[config.mk]
export PLATFORM = sky130hd
export DESIGN_NAME = vga_timing_fb_reader
export DESIGN_NICKNAME = d
export VERILOG_FILES = /design/src/rtl/vga_pkg.sv /design/src/rtl/pipe_delay.sv /design/src/rtl/vga_timing_fb_reader.sv
export SDC_FILE = /design/constraint.sdc
export NUM_CORES = 1
export LEC_CHECK = 0
export CAP_MARGIN = 20
export CORE_UTILIZATION = 54
export CTS_CLUSTER_SIZE = 20
export DETAILED_ROUTE_END_ITERATION = 8
export PLACE_DENSITY_LB_ADDON = 0.12
export SKIP_LAST_GASP = 1
export SLEW_MARGIN = 20
export SYNTH_ARGS = -nofsm -noshare
export SYNTH_HDL_FRONTEND = slang
export SYNTH_SLANG_ARGS = --single-unit
[constraint.sdc]
create_clock -name clk -period 2.9 [get_ports clk]
set_input_delay 0.58 -clock clk [delete_from_list [all_inputs] [get_ports clk]]
set_output_delay 0.58 -clock clk [all_outputs]
set_load 0.005 [all_outputs]
[src/rtl/vga_pkg.sv]
// Shared 640x480@60 timing defaults and QVGA framebuffer geometry, used by the
// timing reader, the ROI downsampler and the overlay.
package vga_pkg;

    localparam int VGA_H_ACTIVE = 640;
    localparam int VGA_H_FP     = 16;
    localparam int VGA_H_SYNC   = 96;
    localparam int VGA_H_BP     = 48;
    localparam int VGA_V_ACTIVE = 480;
    localparam int VGA_V_FP     = 10;
    localparam int VGA_V_SYNC   = 2;
    localparam int VGA_V_BP     = 33;

    localparam bit VGA_SYNC_POL = 1'b0;

    localparam int FB_W      = 320;
    localparam int FB_H      = 240;
    localparam int FB_SHIFT  = 1;
    localparam int FB_RD_LAT = 2;
    localparam int FB_ADDR_W = 17;

    function automatic int h_total(input int active, input int fp, input int sync, input int bp);
        return active + fp + sync + bp;
    endfunction

    function automatic int v_total(input int active, input int fp, input int sync, input int bp);
        return active + fp + sync + bp;
    endfunction

endpackage

[src/rtl/pipe_delay.sv]
// Fixed-depth shift register; reset loads every stage with RST_VAL so a flush
// leaves only idle-looking words in flight.
module pipe_delay #(
    parameter int               WIDTH   = 1,
    parameter int               DEPTH   = 1,
    parameter logic [WIDTH-1:0] RST_VAL = '0
) (
    input  logic             clk,
    input  logic             rst_n,
    input  logic [WIDTH-1:0] din,
    output logic [WIDTH-1:0] dout
);

    logic [WIDTH-1:0] stage [DEPTH];

    always_ff @(posedge clk) begin
        if (!rst_n) begin
            for (int i = 0; i < DEPTH; i++) stage[i] <= RST_VAL;
        end else begin
            stage[0] <= din;
            for (int i = 1; i < DEPTH; i++) stage[i] <= stage[i-1];
        end
    end

    assign dout = stage[DEPTH-1];

endmodule

[src/rtl/vga_timing_fb_reader.sv]
// Display timing generator that fetches the 2x-upscaled camera framebuffer and
// delays x/y/de/syncs so they line up with the returned pixel.
module vga_timing_fb_reader
    import vga_pkg::*;
#(
    parameter int H_ACTIVE = VGA_H_ACTIVE,
    parameter int H_FP     = VGA_H_FP,
    parameter int H_SYNC   = VGA_H_SYNC,
    parameter int H_BP     = VGA_H_BP,
    parameter int V_ACTIVE = VGA_V_ACTIVE,
    parameter int V_FP     = VGA_V_FP,
    parameter int V_SYNC   = VGA_V_SYNC,
    parameter int V_BP     = VGA_V_BP,
    parameter bit SYNC_POL = VGA_SYNC_POL,
    parameter int FB_W     = vga_pkg::FB_W,
    parameter int FB_SHIFT = vga_pkg::FB_SHIFT,
    parameter int RD_LAT   = FB_RD_LAT,
    parameter int ADDR_W   = FB_ADDR_W
) (
    input  logic              clk,
    input  logic              rst_n,
    output logic              fb_rd_en,
    output logic [ADDR_W-1:0] fb_rd_addr,
    input  logic [7:0]        fb_rd_data,
    output logic [9:0]        x,
    output logic [9:0]        y,
    output logic              de,
    output logic              hsync,
    output logic              vsync,
    output logic [7:0]        pix_u8,
    output logic              frame_start
);

    localparam int H_TOTAL = h_total(H_ACTIVE, H_FP, H_SYNC, H_BP);
    localparam int V_TOTAL = v_total(V_ACTIVE, V_FP, V_SYNC, V_BP);
    localparam int DLY_W   = 24;
    localparam logic [DLY_W-1:0] DLY_RST = {20'd0, 1'b0, ~SYNC_POL, ~SYNC_POL, 1'b0};

    logic [9:0] h_cnt, v_cnt;
    logic       h_last, v_last;
    logic       de0, hs0, vs0, fs0;

    assign h_last = (h_cnt == 10'(H_TOTAL - 1));
    assign v_last = (v_cnt == 10'(V_TOTAL - 1));

    always_ff @(posedge clk) begin
        if (!rst_n) begin
            h_cnt <= '0;
            v_cnt <= '0;
        end else if (h_last) begin
            h_cnt <= '0;
            v_cnt <= v_last ? '0 : v_cnt + 10'd1;
        end else begin
            h_cnt <= h_cnt + 10'd1;
        end
    end

    assign de0 = (h_cnt < 10'(H_ACTIVE)) && (v_cnt < 10'(V_ACTIVE));
    assign hs0 = (h_cnt >= 10'(H_ACTIVE + H_FP)) && (h_cnt < 10'(H_ACTIVE + H_FP + H_SYNC));
    assign vs0 = (v_cnt >= 10'(V_ACTIVE + V_FP)) && (v_cnt < 10'(V_ACTIVE + V_FP + V_SYNC));
    assign fs0 = (h_cnt == 10'd0) && (v_cnt == 10'd0);

    // Framebuffer pixel = (line / 2^FB_SHIFT) * FB_W + column / 2^FB_SHIFT
    logic [ADDR_W-1:0] line_base, col, addr_nxt;

    assign line_base = ADDR_W'(v_cnt >> FB_SHIFT) * ADDR_W'(FB_W);
    assign col       = ADDR_W'(h_cnt >> FB_SHIFT);
    assign addr_nxt  = line_base + col;

    always_ff @(posedge clk) begin
        if (!rst_n) begin
            fb_rd_en   <= 1'b0;
            fb_rd_addr <= '0;
        end else begin
            fb_rd_en   <= de0;
            fb_rd_addr <= de0 ? addr_nxt : '0;
        end
    end

    // Sync levels are stored already polarised so the reset value is the idle level.
    logic [DLY_W-1:0] dly_in, dly_out;

    assign dly_in = {h_cnt, v_cnt, de0,
                     hs0 ? SYNC_POL : ~SYNC_POL,
                     vs0 ? SYNC_POL : ~SYNC_POL,
                     fs0};

    pipe_delay #(
        .WIDTH   (DLY_W),
        .DEPTH   (1 + RD_LAT),
        .RST_VAL (DLY_RST)
    ) u_align (
        .clk   (clk),
        .rst_n (rst_n),
        .din   (dly_in),
        .dout  (dly_out)
    );

    assign {x, y, de, hsync, vsync, frame_start} = dly_out;
    assign pix_u8 = de ? fb_rd_data : 8'd0;

endmodule

==> out/qor.yml, run 1 <==
worst_setup_hold_path_clk_slew_ns: 0.10
tightestPinTransition_ns: 0.566
yosysMostFrequentCell: "sky130_fd_sc_hd__dfxtp_1"
power.density_cell_area_nw_per_um2: 487
rr_worst_depth: 8
globalplace.congestion: 0.812
cts_made_buffers: 9
worst_slew_slack_as_a_fraction_of_its_limit: 0.620
initial_utilization: 0.570
hold_end: "u_align.stage[0][49]"
share_of_the_yosys_chip_area_belonging_to_registers: 0.519
timing.final.hold_violations: 0
cts_htree_levels: 3
clk_latency_ns: 0.35
power_switching_uw: 535
top_level_ports: 60
sequentialPowerShare: 0.631
first_global_vias: 2500
status: "completed"
ys_top_cells_by_area: "sky130_fd_sc_hd__dfxtp_1, sky130_fd_sc_hd__and2_1, sky130_fd_sc_hd__ha_1"
fin_setup_tns_ns: 0
synth_top_area_cell: "sky130_fd_sc_hd__dfxtp_1"
layout-area-overhead-vs-synth_pct: 17.4
worstReg2RegStart: "v_cnt[2]"
critPathSlowestCell: "sky130_fd_sc_hd__dfxtp_1"
stdcell_area_um2: 4930
netSwitchingFraction: 0.222
synth_top_area_frac: 0.519
synth_top_cells_by_count: "sky130_fd_sc_hd__dfxtp_1, sky130_fd_sc_hd__and2_1, sky130_fd_sc_hd__nor2_1"
die_x_um: 90.2
netlist-cell-type-count: 46
pre_cts_ws_ns: 0.160
critical_path.startpoint: "v_cnt[2]"
maxClockFrequency_mhz: 367
synth.ff_latch_count: 109
power.share.clock: 0.340
cp-start-kind: "register"
slew_viol_final: 0
coreArea_um2: 7370
crit_arrival_ns: 3.02
mappedNetlistNets: 445
remaining_number_of_nets_flagged_by_the_antenna_check_after_routing: 0
numPortBuffers: 59
mappedNetlistArea_um2: 4200
vias_per_instance: 4.94
grt_first_pass_wirelength_um: 11600
post_synth.cell_area_avg_um2: 10.2
finalWorstSetupSlack_ns: 0.172
required_time_at_the_endpoint_of_the_critical_path_ns: 3.19
total_leakage_power_uw: 0.00201
setup-violations-final: 0
skew_final_ns: 0.00826
insertedDiodeCount: 0
source_of_the_worst_hold_timing_path: "u_align.stage[0][25]"
cts_setup_buffers: 0
grt_start_max_net_pins: 68
yosys_warnings: 0
detailedPlacementHpwl_um: 4730
timing.critical_path.cells: "ha_1, ha_1, fa_1, xor2_2, o2111ai_1, or3_1, or3_1, a21oi_1"
clock_tree_from_tritoncts: "done"
totalPowerFinal_uw: 2400
cpPeakStageDelay_ns: 0.45
post_route_cells_drive_above_1_share: 0.0609
fin_crit_sh: 0.941
die_area_um2: 8140
r2r-end: "fb_rd_addr[14]"
internal_power_uw: 1870
hold_class: "register to register"
vias_post_dr: 2761
finalNetCount: 488
ys_dominant_reg_cell: "sky130_fd_sc_hd__dfxtp_1"
hold-worst-slack_ns: 0.413
post_dp_cell_area_um2: 4750
clock_sink_count: 109
hold-path-cell-count: 1
postSynth.asyncResetShare: 0
worstPathMaxFanout: 7
clockRootBuffer: "sky130_fd_sc_hd__clkbuf_8"
drtIter0Drc: 105
antenna_found_initial: 0
wl_per_cell_um: 12.3
groute.usage.overall: 0.179
bufs_on_longest_clock_path: 2
regToRegSetupSlack_ns: 0.17
maximum_capacitance_violations: 0
rows: 31
grt-ovfl-total: 0
route.final.wire_length_um: 6900
cp-end-kind: "register"
layout_min_cycle_time_ns: 2.73
combinationalPowerShare: 0.028
worst-setup-path-type: "register to register"
worst_ir_drop_on_vdd_mv: 0.275
die_height_um: 90.2
synth_cells: 412
grt_setup_unrepaired: "no"
dr.pass1.iters: 4
synth_enable_flop_cells: 0
drc: 0
-- sequential cells by signal, summed over array words and instances, names as in the netlist --
name,count
fb_rd_addr,17
h_cnt,10
u_align.stage,72
v_cnt,10
-- cell families after synthesis --
kind of cell               count (synthesis)  share of synthesized area
and+or+nand+nor                          182                      0.249
DFF                                      109                      0.519
buffers and inverters                     45                     0.0598
AOI/OAI and AO/OA                         28                     0.0473
xor gates and xnor gates                  24                     0.0500
adders and majority gates                 23                     0.0720
muxes                                      1                    0.00238
-- stage by stage --
stage | util | instances
final | 0.670 | 559
after global placement | 0.644 | 543
after global routing | 0.670 | 559
after floorplan | - | 412
after detailed placement | 0.644 | 543
after CTS | 0.668 | 559
-- critical path, delay by kind of cell (launching register included) --
kind	cells	cell delay [ns]
fa+ha+maj	3	0.96
compound gates	2	0.32
flops	1	0.45
simple gates	2	0.71
xor+xnor	1	0.24
-- area by class of cell --
cell class,instances,area [µm²]
Inverter,13,48.8
Fill cell,595,2430
Tap cell,99,124
Timing Repair Buffer,64,623
Sequential cell,109,2180
Multi-Input combinational cell,258,1780
Clock inverter,5,43.8
Clock buffer,11,131
-- worst max path at each step --
stage / end / slack, ns / cells past startpoint
floorplan: fb_rd_addr[16] / 0.38 / 8
global placement: fb_rd_addr[16] / 0.26 / 8
detailed placement: fb_rd_addr[16] / 0.16 / 8
CTS: fb_rd_addr[16] / 0.13 / 8
global route: fb_rd_addr[14] / 0.004 / 8
finish: fb_rd_addr[14] / 0.17 / 8
-- metal layers --
layer | GRT usage | wire length (µm) | vias to the layer above | part of all wire
met5 | 0 | 0 | - | 0
met4 | 0.0860 | 81 | 0 | 0.012
met3 | 0.0381 | 332 | 4 | 0.048
met2 | 0.281 | 3110 | 81 | 0.45
met1 | 0.234 | 3380 | 1251 | 0.49
li1 | - | - | 1425 | -
-- cell usage in the layout, fill, tap and decap left out, types with 6 or more instances in the layout --
cell type	count
sky130_fd_sc_hd__nor4_1	8
sky130_fd_sc_hd__xor2_1	8
sky130_fd_sc_hd__nand3_1	6
sky130_fd_sc_hd__and2_1	82
sky130_fd_sc_hd__nor2_1	34
sky130_fd_sc_hd__xnor2_1	15
sky130_fd_sc_hd__o21ai_0	7
sky130_fd_sc_hd__clkdlybuf4s50_1	58
sky130_fd_sc_hd__nand2_1	9
sky130_fd_sc_hd__clkbuf_8	9
sky130_fd_sc_hd__ha_1	21
sky130_fd_sc_hd__inv_1	13
sky130_fd_sc_hd__nor3_1	8
sky130_fd_sc_hd__dfxtp_1	109
-- repair_timing --
action | 4_1_cts | 5_1_grt
resized for setup | 0 | 2
endpoints found under the setup margin | 0 | 3
hold buffers | 0 | 0
-- power by group through the flow --
stage / logic, µW / clock network (µW) / registers [µW]
global route: 75.6 / 911 / 1520
detailed placement: 69.4 / 0 / 1550
floorplan: 34.5 / 0 / 1550
global placement: 68.4 / 0 / 1550
CTS: 69.3 / 845 / 1520
finish: 68.5 / 818 / 1520
Note: power is estimated with default switching activity, not from simulation.
==> run 2: changes to the inputs <==
--- a/config.mk
+++ b/config.mk
@@ -5,7 +5,8 @@
 export SDC_FILE = /design/constraint.sdc
 export NUM_CORES = 1
 export LEC_CHECK = 0
-export CAP_MARGIN = 20
+export CAP_MARGIN = 15
+export CORE_ASPECT_RATIO = 1.5
 export CORE_UTILIZATION = 54
 export CTS_CLUSTER_SIZE = 20
 export DETAILED_ROUTE_END_ITERATION = 8
==> out/qor.yml, run 2 (synthesized netlist as in run 1, its figures left out) <==
vias_post_dr: 2750
setup-violations-final: 0
crit_family: "adder cells"
layout.cells.most_common: "sky130_fd_sc_hd__dfxtp_1"
slew_viol_final: 0
timing.critical_path.buf_inv: 0
skew_final_ns: 0.00548
clockRootBuffer: "sky130_fd_sc_hd__clkbuf_16"
total_leakage_power_uw: 0.00208
drtIter0Drc: 143
post_dp_cell_area_um2: 4740
bufs_on_longest_clock_path: 2
die_height_um: 110
clk_latency_ns: 0.34
cpPeakStageDelay_ns: 0.45
layout_min_cycle_time_ns: 2.70
die_x_um: 74.0
first_global_vias: 2554
clock_sink_count: 109
multi_input_area_um2: 1780
top_registers: "u_align.stage (72), fb_rd_addr (17)"
vias_per_instance: 4.90
place_inst: 545
timing.critical_path.cells: "ha_1, ha_1, fa_1, xor2_2, o2111ai_1, or3_1, nor4_1, mux2i_1"
power.density_cell_area_nw_per_um2: 567
largest-register: "u_align.stage"
detailedPlacementHpwl_um: 5150
post_route_cells_drive_above_1_share: 0.0588
rows: 39
initial_utilization: 0.556
cp_common_cell: "sky130_fd_sc_hd__ha_1"
top_level_ports: 60
drc: 0
groute.usage.overall: 0.192
hold-worst-slack_ns: 0.406
worst-setup-path-type: "register to register"
timing.final.hold_violations: 0
worst_slew_slack_as_a_fraction_of_its_limit: 0.594
stdcell_area_um2: 5080
route.final.wire_length_um: 7060
status: "completed"
pre_cts_ws_ns: 0.180
finalWorstSetupSlack_ns: 0.200
cts_resized: 0
antenna_found_initial: 0
crit_arrival_ns: 2.97
worst_setup_hold_path_clk_slew_ns: 0.07
remaining_number_of_nets_flagged_by_the_antenna_check_after_routing: 0
largest_register_ff_count: 72
maximum_capacitance_violations: 0
cts_htree_levels: 3
die_area_um2: 8150
worstPathMaxFanout: 7
fin_crit_sh: 0.931
critPathSlowestCell: "sky130_fd_sc_hd__fa_1"
insertedDiodeCount: 0
finalNetCount: 487
required_time_at_the_endpoint_of_the_critical_path_ns: 3.17
grt_start_max_net_pins: 77
grt-ovfl-total: 0
hold_class: "register to register"
fillCellCount: 611
fin_setup_tns_ns: 0
numPortBuffers: 59
cts_made_buffers: 9
grt_first_pass_wirelength_um: 11600
ff_latch_area_um2: 2180
maxClockFrequency_mhz: 370
coreArea_um2: 7560
cts_setup_buffers: 0
grt_setup_unrepaired: "no"
dr.pass1.iters: 4
worst_ir_drop_on_vdd_mv: 0.401
hold_bufs_at_cts: 0
finalNonFillerCells: 561
layout-area-overhead-vs-synth_pct: 20.9
clock_tree_from_tritoncts: "done"
cp-end-kind: "register"
wl_per_cell_um: 12.6
most_used_cells_in_the_layout_excluding_fill_and_tap_cells: "sky130_fd_sc_hd__dfxtp_1, sky130_fd_sc_hd__and2_1, sky130_fd_sc_hd__clkdlybuf4s50_1"
cp-start-kind: "register"
globalplace.congestion: 0.845
tightestPinTransition_ns: 0.604
run 2: through the flow:
step            util  total power [µW]
3_3_place_gp   0.627              1620
5_1_grt        0.672              2980
3_5_place_dp   0.627              1620
4_1_cts        0.670              2920
6_report       0.672              2880
2_1_floorplan      -              1590
run 2: area by class of cell:
cell class | instances | area share
Multi-Input combinational cell | 258 | 0.351
Timing Repair Buffer | 63 | 0.121
Clock inverter | 4 | 0.0153
Sequential cell | 109 | 0.430
Clock buffer | 12 | 0.0485
Inverter | 13 | 0.00961
Tap cell | 102 | 0.0251
run 2: per-layer routing:
layer | vias to the layer above | share of wire | routed length [µm] | GRT usage
met5 | - | 0 | 0 | 0
met3 | 18 | 0.043 | 301 | 0.0473
met4 | 0 | 0.033 | 234 | 0.106
met1 | 1247 | 0.40 | 2830 | 0.198
met2 | 64 | 0.52 | 3690 | 0.347
li1 | 1421 | - | - | -
run 2: final timing paths:
check | startpoint | endpoint | slack (ns) | depth (start not counted)
worst max-delay path | v_cnt[2] | fb_rd_addr[16] | 0.20 | 8
worst min-delay path | u_align.stage[0][25] | u_align.stage[0][49] | 0.41 | 1
worst max register to register | v_cnt[2] | fb_rd_addr[16] | 0.20 | 8
worst min register to register | u_align.stage[0][25] | u_align.stage[0][49] | 0.41 | 1
run 2: report_power, final:
part,total [µW],switching (µW),internal [µW]
clock network,1300,510,787
registers,1520,7.31,1510
logic,67.8,32.5,35.4
==> run 3: changes to the inputs <==
--- a/config.mk
+++ b/config.mk
@@ -10,7 +10,7 @@
 export CORE_UTILIZATION = 54
 export CTS_CLUSTER_SIZE = 20
 export DETAILED_ROUTE_END_ITERATION = 8
-export PLACE_DENSITY_LB_ADDON = 0.12
+export PLACE_DENSITY = 0.79
 export SKIP_LAST_GASP = 1
 export SLEW_MARGIN = 20
 export SYNTH_ARGS = -nofsm -noshare
==> out/qor.yml, run 3 (synthesized netlist as in run 1, its figures left out) <==
top_registers: "u_align.stage (72), fb_rd_addr (17)"
grt_start_max_net_pins: 77
clock_sink_count: 109
multi_input_area_um2: 1790
finalWorstSetupSlack_ns: 0.147
power.density_cell_area_nw_per_um2: 556
worst_slew_slack_as_a_fraction_of_its_limit: 0.580
required_time_at_the_endpoint_of_the_critical_path_ns: 3.17
insertedDiodeCount: 0
dr.pass1.iters: 4
fin_setup_tns_ns: 0
grt-ovfl-total: 0
worst_setup_hold_path_clk_slew_ns: 0.07
status: "completed"
vias_per_instance: 5.03
dr_wl_met3_um: 313
top_layer: "met4"
total_leakage_power_uw: 0.00207
detailedPlacementHpwl_um: 5150
antenna_found_initial: 0
maximum_capacitance_violations: 0
stdcell_area_um2: 5070
groute.usage.overall: 0.195
initial_utilization: 0.556
coreArea_um2: 7560
wl_per_cell_um: 13.2
cts_made_buffers: 9
vias_post_dr: 2818
numPortBuffers: 59
hold_class: "register to register"
totalPowerFinal_uw: 2820
clk_latency_ns: 0.34
setup-violations-final: 0
layout-area-overhead-vs-synth_pct: 20.7
clock_tree_from_tritoncts: "done"
drc: 0
die_height_um: 110
ff_latch_area_um2: 2180
worst-setup-path-type: "register to register"
most_used_cells_in_the_layout_excluding_fill_and_tap_cells: "sky130_fd_sc_hd__dfxtp_1, sky130_fd_sc_hd__and2_1, sky130_fd_sc_hd__clkdlybuf4s50_1"
post_route_cells_drive_above_1_share: 0.0633
grt_setup_unrepaired: "no"
largest-register: "u_align.stage"
first_global_vias: 2677
tightestPinTransition_ns: 0.626
drtIter0Drc: 117
top_level_ports: 60
post_dp_cell_area_um2: 4730
grt_first_pass_wirelength_um: 11800
timing.final.hold_violations: 0
layout.cells.most_common: "sky130_fd_sc_hd__dfxtp_1"
fillCellCount: 589
crit_arrival_ns: 3.02
regToRegSetupSlack_ns: 0.15
clockRootBuffer: "sky130_fd_sc_hd__clkbuf_16"
die_x_um: 74.0
worstPathMaxFanout: 7
die_area_um2: 8150
route.final.wire_length_um: 7410
pre_cts_ws_ns: 0.139
remaining_number_of_nets_flagged_by_the_antenna_check_after_routing: 0
m1_wl_um: 2840
worst_ir_drop_on_vdd_mv: 0.550
globalplace.congestion: 0.828
cp-start-kind: "register"
slew_viol_final: 0
cts_htree_levels: 3
rows: 39
maxClockFrequency_mhz: 363
largest_register_ff_count: 72
fin_crit_sh: 0.949
skew_final_ns: 0.00835
bufs_on_longest_clock_path: 2
met2WireLength_um: 4060
cp-end-kind: "register"
layout_min_cycle_time_ns: 2.75
finalNetCount: 486
run 3: critical path, cell delays in order, from the launching register on:
cell and delay [ns]:
sky130_fd_sc_hd__dfxtp_1 0.46, sky130_fd_sc_hd__ha_1 0.28, sky130_fd_sc_hd__ha_1 0.24, sky130_fd_sc_hd__fa_1 0.45, sky130_fd_sc_hd__xor2_2 0.21, sky130_fd_sc_hd__o2111ai_1 0.18
sky130_fd_sc_hd__or3_1 0.40, sky130_fd_sc_hd__or3_1 0.34, sky130_fd_sc_hd__a21oi_1 0.13
run 3: power by group:
group / total, µW / switching (µW) / internal, µW
Sequential: 1520 / 7.69 / 1510
Clock: 1240 / 528 / 707
Combinational: 68.4 / 32.9 / 35.5
Total: 2820 / 569 / 2250
run 3: area by class of cell:
class | instances | area share
Timing Repair Buffer | 62 | 0.120
Clock buffer | 10 | 0.0471
Tap cell | 102 | 0.0252
Inverter | 13 | 0.00962
Multi-Input combinational cell | 258 | 0.353
Clock inverter | 6 | 0.0153
Sequential cell | 109 | 0.430
run 3: stage by stage:
stage / cells / hold WS, ns / utilization
CTS: 559 / 0.410 / 0.667
finish: 560 / 0.407 / 0.670
detailed placement: 543 / 0.393 / 0.625
global placement: 543 / 0.390 / 0.625
global route: 560 / 0.418 / 0.670
floorplan: 412 / 0.386 / -
run 3: path summary, 6_finish.rpt:
path	to	cells past startpoint	from
setup reg to reg	fb_rd_addr[14]	8	v_cnt[4]
hold reg to reg	u_align.stage[0][49]	1	u_align.stage[0][25]
hold / removal	u_align.stage[0][49]	1	u_align.stage[0][25]
setup / recovery	fb_rd_addr[14]	8	v_cnt[4]
run 3: what timing repair did:
action                                 in CTS  in global routing
resized for setup                           0                  3
hold buffers                                0                  0
setup endpoints to repair                   0                  3
endpoints found under the hold margin       0                  0
buffers inserted                            0                  1
run 3: per-layer routing:
| metal | track usage | up-vias |
|---|---|---|
| li1 | - | 1423 |
| met1 | 0.196 | 1290 |
| met2 | 0.360 | 90 |
| met3 | 0.0500 | 15 |
| met4 | 0.102 | 0 |
| met5 | 0 | - |
